**config.mk**
```make
export PLATFORM = sky130hd
export DESIGN_NAME = obi_sram_ctrl
export DESIGN_NICKNAME = d
export VERILOG_FILES = /design/src/rtl/obi_sram_ctrl.sv
export SDC_FILE = /design/constraint.sdc
export NUM_CORES = 1
export LEC_CHECK = 0
export BUFFER_PORTS_ARGS = -buffer_cell sky130_fd_sc_hd__buf_2
export CORE_ASPECT_RATIO = 0.6
export CORE_UTILIZATION = 24
export CTS_CLUSTER_DIAMETER = 40
export CTS_CLUSTER_SIZE = 12
export DETAILED_ROUTE_END_ITERATION = 6
export GPL_TIMING_DRIVEN = 0
export PLACE_DENSITY = 0.78
export SYNTH_ARGS = -nofsm -noshare
export SYNTH_HDL_FRONTEND = slang
export SYNTH_SLANG_ARGS = --single-unit
```
**constraint.sdc**
```tcl
create_clock -name clk_i -period 1.2 [get_ports clk_i]
set_input_delay 0.06 -clock clk_i [delete_from_list [all_inputs] [get_ports clk_i]]
set_output_delay 0.06 -clock clk_i [all_outputs]
set_load 0.005 [all_outputs]
```
**src/rtl/obi_sram_ctrl.sv**
```systemverilog
// obi_sram_ctrl: OBI slave bridging one outstanding transaction onto a single-port SRAM macro
// Ports: clk_i/wb_rst_i clock and sync active-high reset; req_i/gnt_o/addr_i/we_i/be_i/wdata_i OBI request;
// rvalid_o/rdata_o/err_o OBI response; sram_* active-low macro controls, word address, data in/out.
module obi_sram_ctrl #(
  parameter logic [31:0] BASE_ADDR = 32'h3000_0000,
  parameter int SRAM_AW = 8,
  parameter int READ_LATENCY = 1
) (
  input  logic clk_i,
  input  logic wb_rst_i,
  input  logic req_i,
  output logic gnt_o,
  input  logic [31:0] addr_i,
  input  logic we_i,
  input  logic [3:0] be_i,
  input  logic [31:0] wdata_i,
  output logic rvalid_o,
  output logic [31:0] rdata_o,
  output logic err_o,
  output logic sram_csb_o,
  output logic sram_web_o,
  output logic [3:0] sram_wmask_o,
  output logic [SRAM_AW-1:0] sram_addr_o,
  output logic [31:0] sram_din_o,
  input  logic [31:0] sram_dout_i
);
  typedef enum logic [1:0] {IDLE, RD_WAIT, RESP} state_t;
  state_t state, state_n;
  logic [2:0] cnt, cnt_n;
  logic is_read, is_read_n, oor, oor_n;
  logic in_range, accept, sel;
  logic unused_addr;
  assign unused_addr = ^addr_i[1:0];
  assign in_range = addr_i[31:SRAM_AW+2] == BASE_ADDR[31:SRAM_AW+2];
  assign gnt_o = !wb_rst_i && req_i && state != RD_WAIT;
  assign accept = req_i && gnt_o;
  // out-of-range accesses and empty-mask writes never touch the macro
  assign sel = accept && in_range && (!we_i || be_i != 4'b0);
  assign sram_csb_o = !sel;
  assign sram_web_o = sel ? !we_i : 1'b1;
  assign sram_wmask_o = be_i;
  assign sram_addr_o = addr_i[SRAM_AW+1:2];
  assign sram_din_o = wdata_i;
  assign rvalid_o = !wb_rst_i && state == RESP;
  assign err_o = rvalid_o && oor;
  assign rdata_o = rvalid_o && is_read && !oor ? sram_dout_i : 32'h0;
  always_comb begin
    state_n = state;
    cnt_n = cnt;
    is_read_n = is_read;
    oor_n = oor;
    if (state == RD_WAIT) begin
      cnt_n = cnt - 3'd1;
      state_n = cnt == 3'd1 ? RESP : RD_WAIT;
    end else if (accept) begin
      is_read_n = !we_i;
      oor_n = !in_range;
      state_n = we_i || READ_LATENCY == 1 ? RESP : RD_WAIT;
      cnt_n = we_i ? 3'd0 : 3'(READ_LATENCY - 1);
    end else begin
      state_n = IDLE;
    end
  end
  always_ff @(posedge clk_i) begin
    if (wb_rst_i) begin
      state <= IDLE;
      cnt <= 3'd0;
      is_read <= 1'b0;
      oor <= 1'b0;
    end else begin
      state <= state_n;
      cnt <= cnt_n;
      is_read <= is_read_n;
      oor <= oor_n;
    end
  end
endmodule

```
==> key figures, run 1 <==
Clock network
  • Number of clock sinks seen by CTS: 7
  • Root buf cell: sky130_fd_sc_hd__clkbuf_8
  • Clock Tree Buf Depth: 2
  • TritonCTS clock tree: done
  • CTS clk-pin slew, worst paths: approximately 40 ps
  • TritonCTS buffer count: 3
  • Source-to-sink clock delay at the later pin of the worst-skew pair: between 200 and 250 ps
  • Number of buffers inserted for hold repair after clock tree synthesis: 0
  • Number of H-tree levels: 1

Worst hold path
  • Launch instance of the worst min-delay path: wb_rst_i
  • Worst min-delay path endpoint: state[1]
  • WHS Path Cells: 2
  • HP Class: input pin to register

Floorplan
  • Floorplan core area: 0.00383 mm^2
  • Number of primary I/O pins: ~190
  • Die area: between 0.004 and 0.005 mm^2
  • Floorplan row count: 17
  • Die Span Y: approximately 52 um
  • X dimension of the die: roughly 85 um
  • Starting Density: 0.262

Final layout
  • Post-route non-filler standard cell count: about 330
  • Syn-to-layout area delta: 94.9%
  • Layout filler cell count: 364
  • Total number of nets in the final design: 393
  • Post-Layout Inst Area: approximately 0.0020 mm^2
  • Antenna cell count: 0
  • Area of combinational cells with multiple inputs: between 400 and 500 um^2
  • Register area: around 140 um^2
  • Post-layout util: 0.511
  • Fraction of final layout cells with drive strength greater than 1: 0.752

Placement
  • Routability congestion estimate from global placement: about 0.75
  • Placed inst area: 0.00177 mm^2
  • Worst setup slack after placement: -167 ps
  • Number of port buffers: ~140
  • Detail Placement HPWL: 2.91 mm
  • Cell count after placement: 320

Synth
  • Largest family of logic cells by synthesized area: simple AND/OR/NAND/NOR gates
  • Net count after synthesis: ~240
  • Arithmetic-cell share of the synthesized area counting full adders, half adders and majority gates: 0.0249
  • Post-synthesis sequential area ratio: 0.140
  • Cells after Synth: roughly 130
  • Post-synthesis register bit count: 7
  • Number of warnings printed during yosys synthesis: 0
  • Multiplexer area fraction after synthesis: 0
  • Summed instance area of the synthesized netlist: between 0.001 and 0.0015 mm^2
  • Simple-Gate Fraction of Synth Area: 0.410
  • Mapped Avg Cell Area: approximately 7.6 um^2
  • Share of the synthesized netlist area taken by xor and xnor gates: 0
  • Share of the synthesized area in compound gates (AO/OA/AOI/OAI): 0.0362
  • Unique cell type count in the Yosys netlist: 22

Global routing
  • Total GRT Usage: 0.133
  • Vias in the first global route: ~1000
  • Maximum number of pins on one net before global-route repair: 11
  • Wire length of the first global-routing pass: approximately 4.7 mm
  • Initial antenna violation count: 0
  • Sum of overflow across all layers after global routing: 0

Timing
  • Worst-margin pin slew: 293 ps
  • Time the worst path needs with I/O delays and setup: about 1500 ps
  • FMAX: around 660 MHz
  • Number of pins with negative max-slew slack in the final report: 0
  • Fin Clk Skew: roughly 1.7 ps
  • Worst setup margin: -309 ps
  • Slew margin rel.: 0.803
  • Setup-violating endpoint count in the final report: 37
  • RSZ-0062 raised after global routing: true
  • Smallest hold slack: around 39 ps
  • Number of hold violations in the final report: 0
  • Fin crit share: 1.26
  • Setup total negative slack: -9630 ps

Setup path
  • Worst-path maximum fanout: 8
  • Worst setup path class: register to output pin
  • Arrival time at the worst endpoint: 1450 ps
  • Terminus of the critical flop-to-flop path: is_read
  • Crit start category: register
  • Worst endpoint required time: around 1100 ps
  • Origin of the critical flop-to-flop path: state[0]
  • Cell count of the worst reg-to-reg path: 6
  • Crit. End Element: output pin
  • Slack of the worst reg-to-reg path: -110 ps

Routing
  • WL per Instance: between 10 and 15 um
  • DRT Wirelength: approximately 3.4 mm
  • Mean number of vias per cell: 3.92
  • First DRT Iteration DRCs: 8
  • Vias after detailed routing: between 1000 and 1500
  • Pre-antenna DRT Iters: 4
  • Number of design rule violations left after detail routing: 0
  • Antenna Nets Post-Route: 0

Outcome
  • Violations in the final reports: negative setup slack
  • Status: complete, but fails checks

Pwr
  • Power density over cell area: between 400 and 500 mW/mm^2
  • Power Total: ~0.93 mW
  • Maximum VDD drop: ~0.58 mV
  • Static leakage: 1.18 nW

Flow run
  • Count of max-cap constraint violations: 0
[layout make-up]
class	count	area share
Clock buffer	4	0.0230
Inverter	4	0.00768
Sequential cell	7	0.0729
Tap cell	47	0.0301
Buffer	48	0.192
Multi-Input combinational cell	73	0.250
Timing Repair Buffer	150	0.424
[synth_stat cells]
cell | instances | area share
sky130_fd_sc_hd__nand3b_1 | 3 | 0.022
sky130_fd_sc_hd__buf_6 | 4 | 0.045
sky130_fd_sc_hd__nand2_1 | 4 | 0.015
sky130_fd_sc_hd__nor4_1 | 5 | 0.031
sky130_fd_sc_hd__a31oi_1 | 1 | 0.0062
sky130_fd_sc_hd__nor3_4 | 1 | 0.016
sky130_fd_sc_hd__a21oi_1 | 4 | 0.020
sky130_fd_sc_hd__nor3b_4 | 1 | 0.019
sky130_fd_sc_hd__dfxtp_1 | 7 | 0.14
sky130_fd_sc_hd__and3b_2 | 1 | 0.010
sky130_fd_sc_hd__nor2_1 | 8 | 0.030
sky130_fd_sc_hd__nor2b_1 | 1 | 0.0062
sky130_fd_sc_hd__nor3_1 | 1 | 0.0050
sky130_fd_sc_hd__o21ai_0 | 2 | 0.010
sky130_fd_sc_hd__buf_4 | 44 | 0.33
sky130_fd_sc_hd__inv_1 | 4 | 0.015
sky130_fd_sc_hd__ha_1 | 2 | 0.025
sky130_fd_sc_hd__nand4_1 | 2 | 0.012
sky130_fd_sc_hd__and2_1 | 33 | 0.21
sky130_fd_sc_hd__or3_4 | 1 | 0.011
sky130_fd_sc_hd__nor2b_4 | 1 | 0.014
sky130_fd_sc_hd__nand2b_1 | 2 | 0.012
[worst max-delay path: stages, from the launching register on]
cell and delay (ps):
sky130_fd_sc_hd__dfxtp_2 330, sky130_fd_sc_hd__nor3b_4 180, sky130_fd_sc_hd__and3b_2 340, sky130_fd_sc_hd__buf_6 150, sky130_fd_sc_hd__and2_4 150, sky130_fd_sc_hd__buf_6 90
[registers in the layout, indices dropped and copies added (netlist names)]
register and count:
cnt 3, oor 1, is_read 1, state 2
[kinds of logic after synthesis]
logic type	after synthesis
buffers and inverters	52
adders and majority gates	2
DFF	7
AOI/OAI and AO/OA	7
and+or+nand+nor	64
[worst max-delay path by stage]
stage / depth (start not counted) / start / end
after global placement: 5 / state[1] / rdata_o[8]
after CTS: 5 / state[1] / rdata_o[1]
after floorplan: 4 / state[0] / oor
after detailed placement: 5 / state[0] / sram_web_o
after global routing: 5 / state[0] / rdata_o[1]
final: 5 / state[1] / rdata_o[8]
[cells in the final DEF, fill, tap and decap left out, drive strengths merged, types with 3 or more instances in the layout]
cell,Yosys,layout
buf,48,198
and2,33,33
nor2,8,8
dfxtp,7,7
nor4,5,5
nand2,4,4
inv,4,4
a21oi,4,4
clkbuf,0,4
nand3b,3,3
[routing by layer]
layer	part of all wire	up-vias	wire [um]	GRT usage
met1	0.42	563	1430	0.167
met5	0	-	0	0
met4	0.0030	0	10	0.0333
met3	0.065	2	220	0.0254
met2	0.51	55	1720	0.237
li1	-	684	-	-
[what timing repair did]
| action | CTS | global route |
|---|---|---|
| resized for setup | 18 | 4 |
| pin swaps | 8 | 3 |
| setup buffers | 4 | 2 |
| cloned | 1 | 2 |
| setup endpoints to repair | 36 | 38 |
[where the power goes]
part / total (mW) / internal (mW) / switching, mW / leakage (nW)
Sequential: 0.247 / 0.242 / 0.00493 / 0.0580
Clock: 0.326 / 0.229 / 0.0963 / 0.0228
Combinational: 0.362 / 0.254 / 0.108 / 1.10
Total: 0.934 / 0.725 / 0.210 / 1.18
Note: power is estimated with default switching activity, not from simulation.
==> run 2, diff against run 1 <==
--- a/config.mk
+++ b/config.mk
@@ -6,13 +6,13 @@
 export NUM_CORES = 1
 export LEC_CHECK = 0
 export BUFFER_PORTS_ARGS = -buffer_cell sky130_fd_sc_hd__buf_2
-export CORE_ASPECT_RATIO = 0.6
-export CORE_UTILIZATION = 24
+export CORE_AREA = 2 2 71 73
 export CTS_CLUSTER_DIAMETER = 40
 export CTS_CLUSTER_SIZE = 12
 export DETAILED_ROUTE_END_ITERATION = 6
+export DIE_AREA = 0 0 73 75
 export GPL_TIMING_DRIVEN = 0
-export PLACE_DENSITY = 0.78
+export PLACE_DENSITY = 0.68
 export SYNTH_ARGS = -nofsm -noshare
 export SYNTH_HDL_FRONTEND = slang
 export SYNTH_SLANG_ARGS = --single-unit
==> constraint.sdc (replaced) <==
create_clock -name clk_i -period 1.62 [get_ports clk_i]
set_input_delay 0.081 -clock clk_i [delete_from_list [all_inputs] [get_ports clk_i]]
set_output_delay 0.081 -clock clk_i [all_outputs]
set_load 0.005 [all_outputs]
==> key figures, run 2 (synthesized netlist as in run 1, its figures left out) <==
Routing
  • Mean number of vias per cell: 3.88
  • WL per Instance: between 10 and 15 um
  • Pre-antenna DRT Iters: 4
  • Number of design rule violations left after detail routing: 0
  • Antenna Nets Post-Route: 0
  • DRT Wirelength: approximately 3.5 mm
  • First DRT Iteration DRCs: 15
  • Vias after detailed routing: ~1300

Global routing
  • Wire length of the first global-routing pass: 4.62 mm
  • Sum of overflow across all layers after global routing: 0
  • Routing usage on met3: 0.0308
  • Maximum number of pins on one net before global-route repair: 11
  • Global routing usage on met1: 0.117
  • Met2 track demand over resource in global routing: 0.206
  • Vias in the first global route: 1062
  • Most crowded layer after global routing: met2
  • Total GRT Usage: 0.106
  • Initial antenna violation count: 0

Setup path
  • Worst endpoint required time: ~1500 ps
  • Delay of the slowest critical-path stage: around 370 ps
  • Instance count on the critical path: 5
  • Cell count of the worst reg-to-reg path: 4
  • Cell at the slowest stage of the critical path: sky130_fd_sc_hd__or3_4
  • Cell chain of the critical path: nor2b_4 -> or3_4 -> nor3_4 -> nand3b_1 -> buf_2
  • Termination of the worst setup path: sram_web_o
  • Buffering stage count on the worst path with inverters included: 1
  • Arrival time at the worst endpoint: ~1400 ps
  • Terminus of the critical flop-to-flop path: oor
  • Worst setup path class: register to output pin
  • Slack of the worst reg-to-reg path: around 450 ps
  • Origin of the critical flop-to-flop path: state[0]
  • Worst-path maximum fanout: 5
  • Crit start category: register
  • Family of cells with the greatest summed delay on the critical path: simple AND/OR/NAND/NOR gates
  • Crit. End Element: output pin
  • Worst Setup SP: state[0]

Outcome
  • Status: complete, no violations

Placement
  • Cell count after placement: roughly 330
  • Routability congestion estimate from global placement: ~0.75
  • Worst setup slack after placement: 219 ps
  • Detail Placement HPWL: ~3.2 mm
  • Number of port buffers: around 140

Timing
  • Time the worst path needs with I/O delays and setup: around 1500 ps
  • Slew margin rel.: 0.795
  • FMAX: 658 MHz
  • Setup-violating endpoint count in the final report: 0
  • Number of hold violations in the final report: 0
  • Worst-margin pin slew: between 300 and 400 ps
  • Smallest hold slack: between 60 and 70 ps
  • Number of pins with negative max-slew slack in the final report: 0
  • Fin Clk Skew: around 2.3 ps
  • Fin crit share: 0.937
  • Worst setup margin: roughly 100 ps

Final layout
  • Commonest cells after routing, fill and taps aside: sky130_fd_sc_hd__buf_2, sky130_fd_sc_hd__buf_4, sky130_fd_sc_hd__and2_1
  • Fraction of final layout cells with drive strength greater than 1: 0.720
  • Commonest non-fill, non-tap cell in the layout: sky130_fd_sc_hd__buf_2
  • Layout filler cell count: slightly below 500
  • Area of combinational cells with multiple inputs: between 400 and 500 um^2
  • Largest reg by FF count: cnt
  • Syn-to-layout area delta: 83.3%
  • Number of flip-flops under the largest register name: 3
  • Register area: between 100 and 150 um^2
  • Largest registers in the final layout: cnt (3), state (2)
  • Antenna cell count: 0
  • Post-route non-filler standard cell count: 333
  • Total number of nets in the final design: between 300 and 400

Clock network
  • Number of clock sinks seen by CTS: 7
  • TritonCTS clock tree: done
  • CTS clk-pin slew, worst paths: 40 ps
  • TritonCTS buffer count: 3
  • Number of H-tree levels: 1
  • Clock Tree Buf Depth: 2
  • Root buf cell: sky130_fd_sc_hd__clkbuf_8
  • Number of buffers inserted for hold repair after clock tree synthesis: 0
  • Source-to-sink clock delay at the later pin of the worst-skew pair: 220 ps

Flow run
  • Count of max-cap constraint violations: 0

Floorplan
  • Floorplan core area: 0.00466 mm^2
  • Die area: between 0.005 and 0.006 mm^2
  • Starting Density: 0.215
  • Number of primary I/O pins: ~190
  • Floorplan row count: 25
  • Die Span Y: 75 um
  • X dimension of the die: ~73 um

Pwr
  • Static leakage: around 1.1 nW
  • Power density over cell area: around 370 mW/mm^2
  • Maximum VDD drop: roughly 0.51 mV

Worst hold path
  • HP Class: input pin to register
==> run 2: cell types whose count changed in the layout (fill, tap and decap cells not counted), sizes merged <==
| cell | delta |
|---|---|
| buf | -7 |
==> run 2: worst min-delay path by stage <==
stage / start / to / slack (ps) / depth (start not counted)
detailed placement: wb_rst_i / state[1] / 300 / 2
CTS: wb_rst_i / cnt[2] / 60 / 2
finish: wb_rst_i / state[1] / 60 / 2
global route: wb_rst_i / state[1] / 70 / 2
floorplan: we_i / is_read / 190 / 1
global placement: wb_rst_i / cnt[2] / 290 / 2
==> run 2: metrics by stage <==
step / setup TNS (ps) / total power, mW / util / instance area (um^2)
2_1_floorplan: 0 / 0.304 / - / 1000
3_3_place_gp: 0 / 0.436 / 0.381 / 1780
3_5_place_dp: 0 / 0.439 / 0.381 / 1780
4_1_cts: 0 / 0.692 / 0.392 / 1830
5_1_grt: -0.0495 / 0.731 / 0.395 / 1840
6_report: 0 / 0.677 / 0.395 / 1840
==> run 2: layer usage <==
layer	wire length, um	vias up
met3	280	0
li1	-	672
met4	0	0
met1	1220	561
met5	0	-
met2	2010	59
==> run 2: cell type report <==
| type | instances | share of cell area |
|---|---|---|
| inverters | 4 | 0.00816 |
| multi-input cells | 73 | 0.257 |
| repair buffers | 143 | 0.392 |
| flip-flops and latches | 7 | 0.0776 |
| plain buffers | 48 | 0.204 |
| well taps | 54 | 0.0367 |
| clock buffers | 4 | 0.0245 |
==> run 2: timing repair <==
| action | CTS | global route |
|---|---|---|
| cloned | 0 | 0 |
| setup endpoints to repair | 28 | 31 |
| gates resized for setup | 0 | 2 |
| buffers inserted | 1 | 1 |
| pin swaps | 2 | 1 |
==> run 2: power by group <==
group	internal [mW]	switching (mW)	total, mW	leakage (nW)
clock	0.170	0.0713	0.241	0.0228
combinational	0.177	0.0771	0.254	1.05
sequential	0.179	0.00334	0.182	0.0580
==> run 3, diff against run 2 <==
--- a/config.mk
+++ b/config.mk
@@ -6,13 +6,15 @@
 export NUM_CORES = 1
 export LEC_CHECK = 0
 export BUFFER_PORTS_ARGS = -buffer_cell sky130_fd_sc_hd__buf_2
-export CORE_AREA = 2 2 71 73
+export CELL_PAD_IN_SITES_DETAIL_PLACEMENT = 1
+export CELL_PAD_IN_SITES_GLOBAL_PLACEMENT = 2
+export CORE_ASPECT_RATIO = 0.6
+export CORE_UTILIZATION = 10
 export CTS_CLUSTER_DIAMETER = 40
 export CTS_CLUSTER_SIZE = 12
 export DETAILED_ROUTE_END_ITERATION = 6
-export DIE_AREA = 0 0 73 75
 export GPL_TIMING_DRIVEN = 0
-export PLACE_DENSITY = 0.68
+export PLACE_DENSITY_LB_ADDON = 0.1
 export SYNTH_ARGS = -nofsm -noshare
 export SYNTH_HDL_FRONTEND = slang
 export SYNTH_SLANG_ARGS = --single-unit
==> key figures, run 3 (synthesized netlist as in run 1, its figures left out) <==
Pwr
  • Comb power frac: 0.300
  • Proportion of total power due to net switching: 0.199
  • Sequential group share of total power: 0.215
  • Static leakage: 1.14 nW
  • Switching power summed over all nets: between 0.15 and 0.2 mW
  • Share of power burned in the clock network: 0.485
  • Cell internal pwr: around 0.68 mW
  • Power density over cell area: around 430 mW/mm^2
  • Maximum VDD drop: roughly 0.3 mV

Final layout
  • Total number of nets in the final design: between 300 and 400
  • Area of combinational cells with multiple inputs: 473 um^2
  • Commonest cells after routing, fill and taps aside: sky130_fd_sc_hd__buf_2, sky130_fd_sc_hd__buf_4, sky130_fd_sc_hd__and2_1
  • Commonest non-fill, non-tap cell in the layout: sky130_fd_sc_hd__buf_2
  • Largest registers in the final layout: cnt (3), state (2)
  • Layout filler cell count: roughly 1200
  • Fraction of final layout cells with drive strength greater than 1: 0.719
  • Number of flip-flops under the largest register name: 3
  • Antenna cell count: 0
  • Largest reg by FF count: cnt
  • Syn-to-layout area delta: 95.4%
  • Register area: around 140 um^2
  • Post-Layout Inst Area: 0.00196 mm^2

Setup path
  • Cell at the slowest stage of the critical path: sky130_fd_sc_hd__or3_4
  • Worst endpoint required time: roughly 1500 ps
  • Worst setup path class: register to output pin
  • Buffering stage count on the worst path with inverters included: 1
  • Cell chain of the critical path: nor2b_4 -> or3_4 -> nor3_4 -> nand3b_1 -> buf_2
  • Arrival time at the worst endpoint: ~1400 ps
  • Worst-path maximum fanout: 5
  • Family of cells with the greatest summed delay on the critical path: simple AND/OR/NAND/NOR gates
  • Crit start category: register
  • Crit. End Element: output pin
  • Delay of the slowest critical-path stage: around 370 ps

Timing
  • Worst-margin pin slew: approximately 500 ps
  • FMAX: 656 MHz
  • Number of pins with negative max-slew slack in the final report: 0
  • Setup total negative slack: 0 ps
  • Fin crit share: 0.941
  • Slew margin rel.: 0.671
  • RSZ-0062 raised after global routing: true
  • Fin Clk Skew: ~2.1 ps
  • Number of hold violations in the final report: 0
  • Setup-violating endpoint count in the final report: 0
  • Worst setup margin: ~95 ps
  • Time the worst path needs with I/O delays and setup: 1530 ps

Floorplan
  • Die Span Y: 79.6 um
  • Floorplan row count: 27
  • Number of primary I/O pins: about 190
  • Starting Density: 0.106
  • Die area: between 0.01 and 0.015 mm^2
  • X dimension of the die: roughly 130 um
  • Floorplan core area: about 0.0095 mm^2

Clock network
  • Root buf cell: sky130_fd_sc_hd__clkbuf_16
  • Number of H-tree levels: 1
  • Number of clock sinks seen by CTS: 7
  • Source-to-sink clock delay at the later pin of the worst-skew pair: between 200 and 250 ps
  • TritonCTS clock tree: done
  • Clock Tree Buf Depth: 2
  • Number of buffers inserted for hold repair after clock tree synthesis: 0
  • CTS clk-pin slew, worst paths: ~30 ps
  • TritonCTS buffer count: 3

Flow run
  • Count of max-cap constraint violations: 0

Routing
  • Mean number of vias per cell: about 3.2
  • Number of design rule violations left after detail routing: 0
  • Antenna Nets Post-Route: 0
  • Vias after detailed routing: around 1300
  • Pre-antenna DRT Iters: 4
  • WL per Instance: 10.4 um
  • DRT Wirelength: 4.25 mm
  • First DRT Iteration DRCs: 16

Placement
  • Worst setup slack after placement: between 200 and 250 ps
  • Detail Placement HPWL: approximately 4 mm
  • Number of port buffers: 141
  • Placed inst area: 0.00187 mm^2
  • Routability congestion estimate from global placement: roughly 0.72

Global routing
  • Sum of overflow across all layers after global routing: 0
  • Maximum number of pins on one net before global-route repair: 11
  • Wire length of the first global-routing pass: 6.39 mm
  • Total GRT Usage: 0.0763
  • Vias in the first global route: roughly 1300
  • Initial antenna violation count: 0

Worst hold path
  • HP Class: input pin to register

Outcome
  • Status: complete, no violations
## run 3: area by class of cell
class / count / area share
Buffer: 48 / 0.191
Clock buffer: 4 / 0.0402
Inverter: 4 / 0.00766
Multi-Input combinational cell: 73 / 0.241
Sequential cell: 7 / 0.0728
Tap cell: 130 / 0.0830
Timing Repair Buffer: 142 / 0.364
## run 3: metal layers
| layer | track usage | vias to the layer above | wire length, um |
|---|---|---|---|
| met4 | 0.0105 | 0 | 11 |
| met3 | 0.0279 | 2 | 405 |
| met1 | 0.0837 | 569 | 1700 |
| met2 | 0.145 | 83 | 2140 |
| met5 | 0 | - | 0 |
| li1 | - | 670 | - |
## run 3: power by group through the flow
stage / Clock, mW / Combinational [mW] / Sequential, mW
2_1_floorplan: 0 / 0.120 / 0.184
3_3_place_gp: 0 / 0.258 / 0.186
3_5_place_dp: 0 / 0.257 / 0.186
4_1_cts: 0.430 / 0.258 / 0.184
5_1_grt: 0.438 / 0.282 / 0.184
6_report: 0.413 / 0.256 / 0.183
## run 3: metrics by stage
step           hold slack (ps)  power (mW)   util  cells
3_5_place_dp               320       0.443  0.198    403
5_1_grt                   85.6       0.904  0.207    408
2_1_floorplan              193       0.304      -    132
3_3_place_gp               310       0.443  0.198    403
6_report                  75.5       0.852  0.207    408
4_1_cts                   70.9       0.872  0.206    407
## run 3: worst paths after layout
path	from	to	slack, ps	cells past startpoint
max reg2reg	state[0]	oor	460	4
min reg2reg	oor	oor	480	2
max	state[0]	sram_web_o	90	5
min	wb_rst_i	state[1]	80	2
## run 3: what timing repair did
item | 4_1_cts | 5_1_grt
hold endpoints to repair | 0 | 0
buffers inserted | 0 | 1
resized for setup | 1 | 1
pin swaps | 2 | 1
cloned | 0 | 0
setup endpoints to repair | 3 | 6
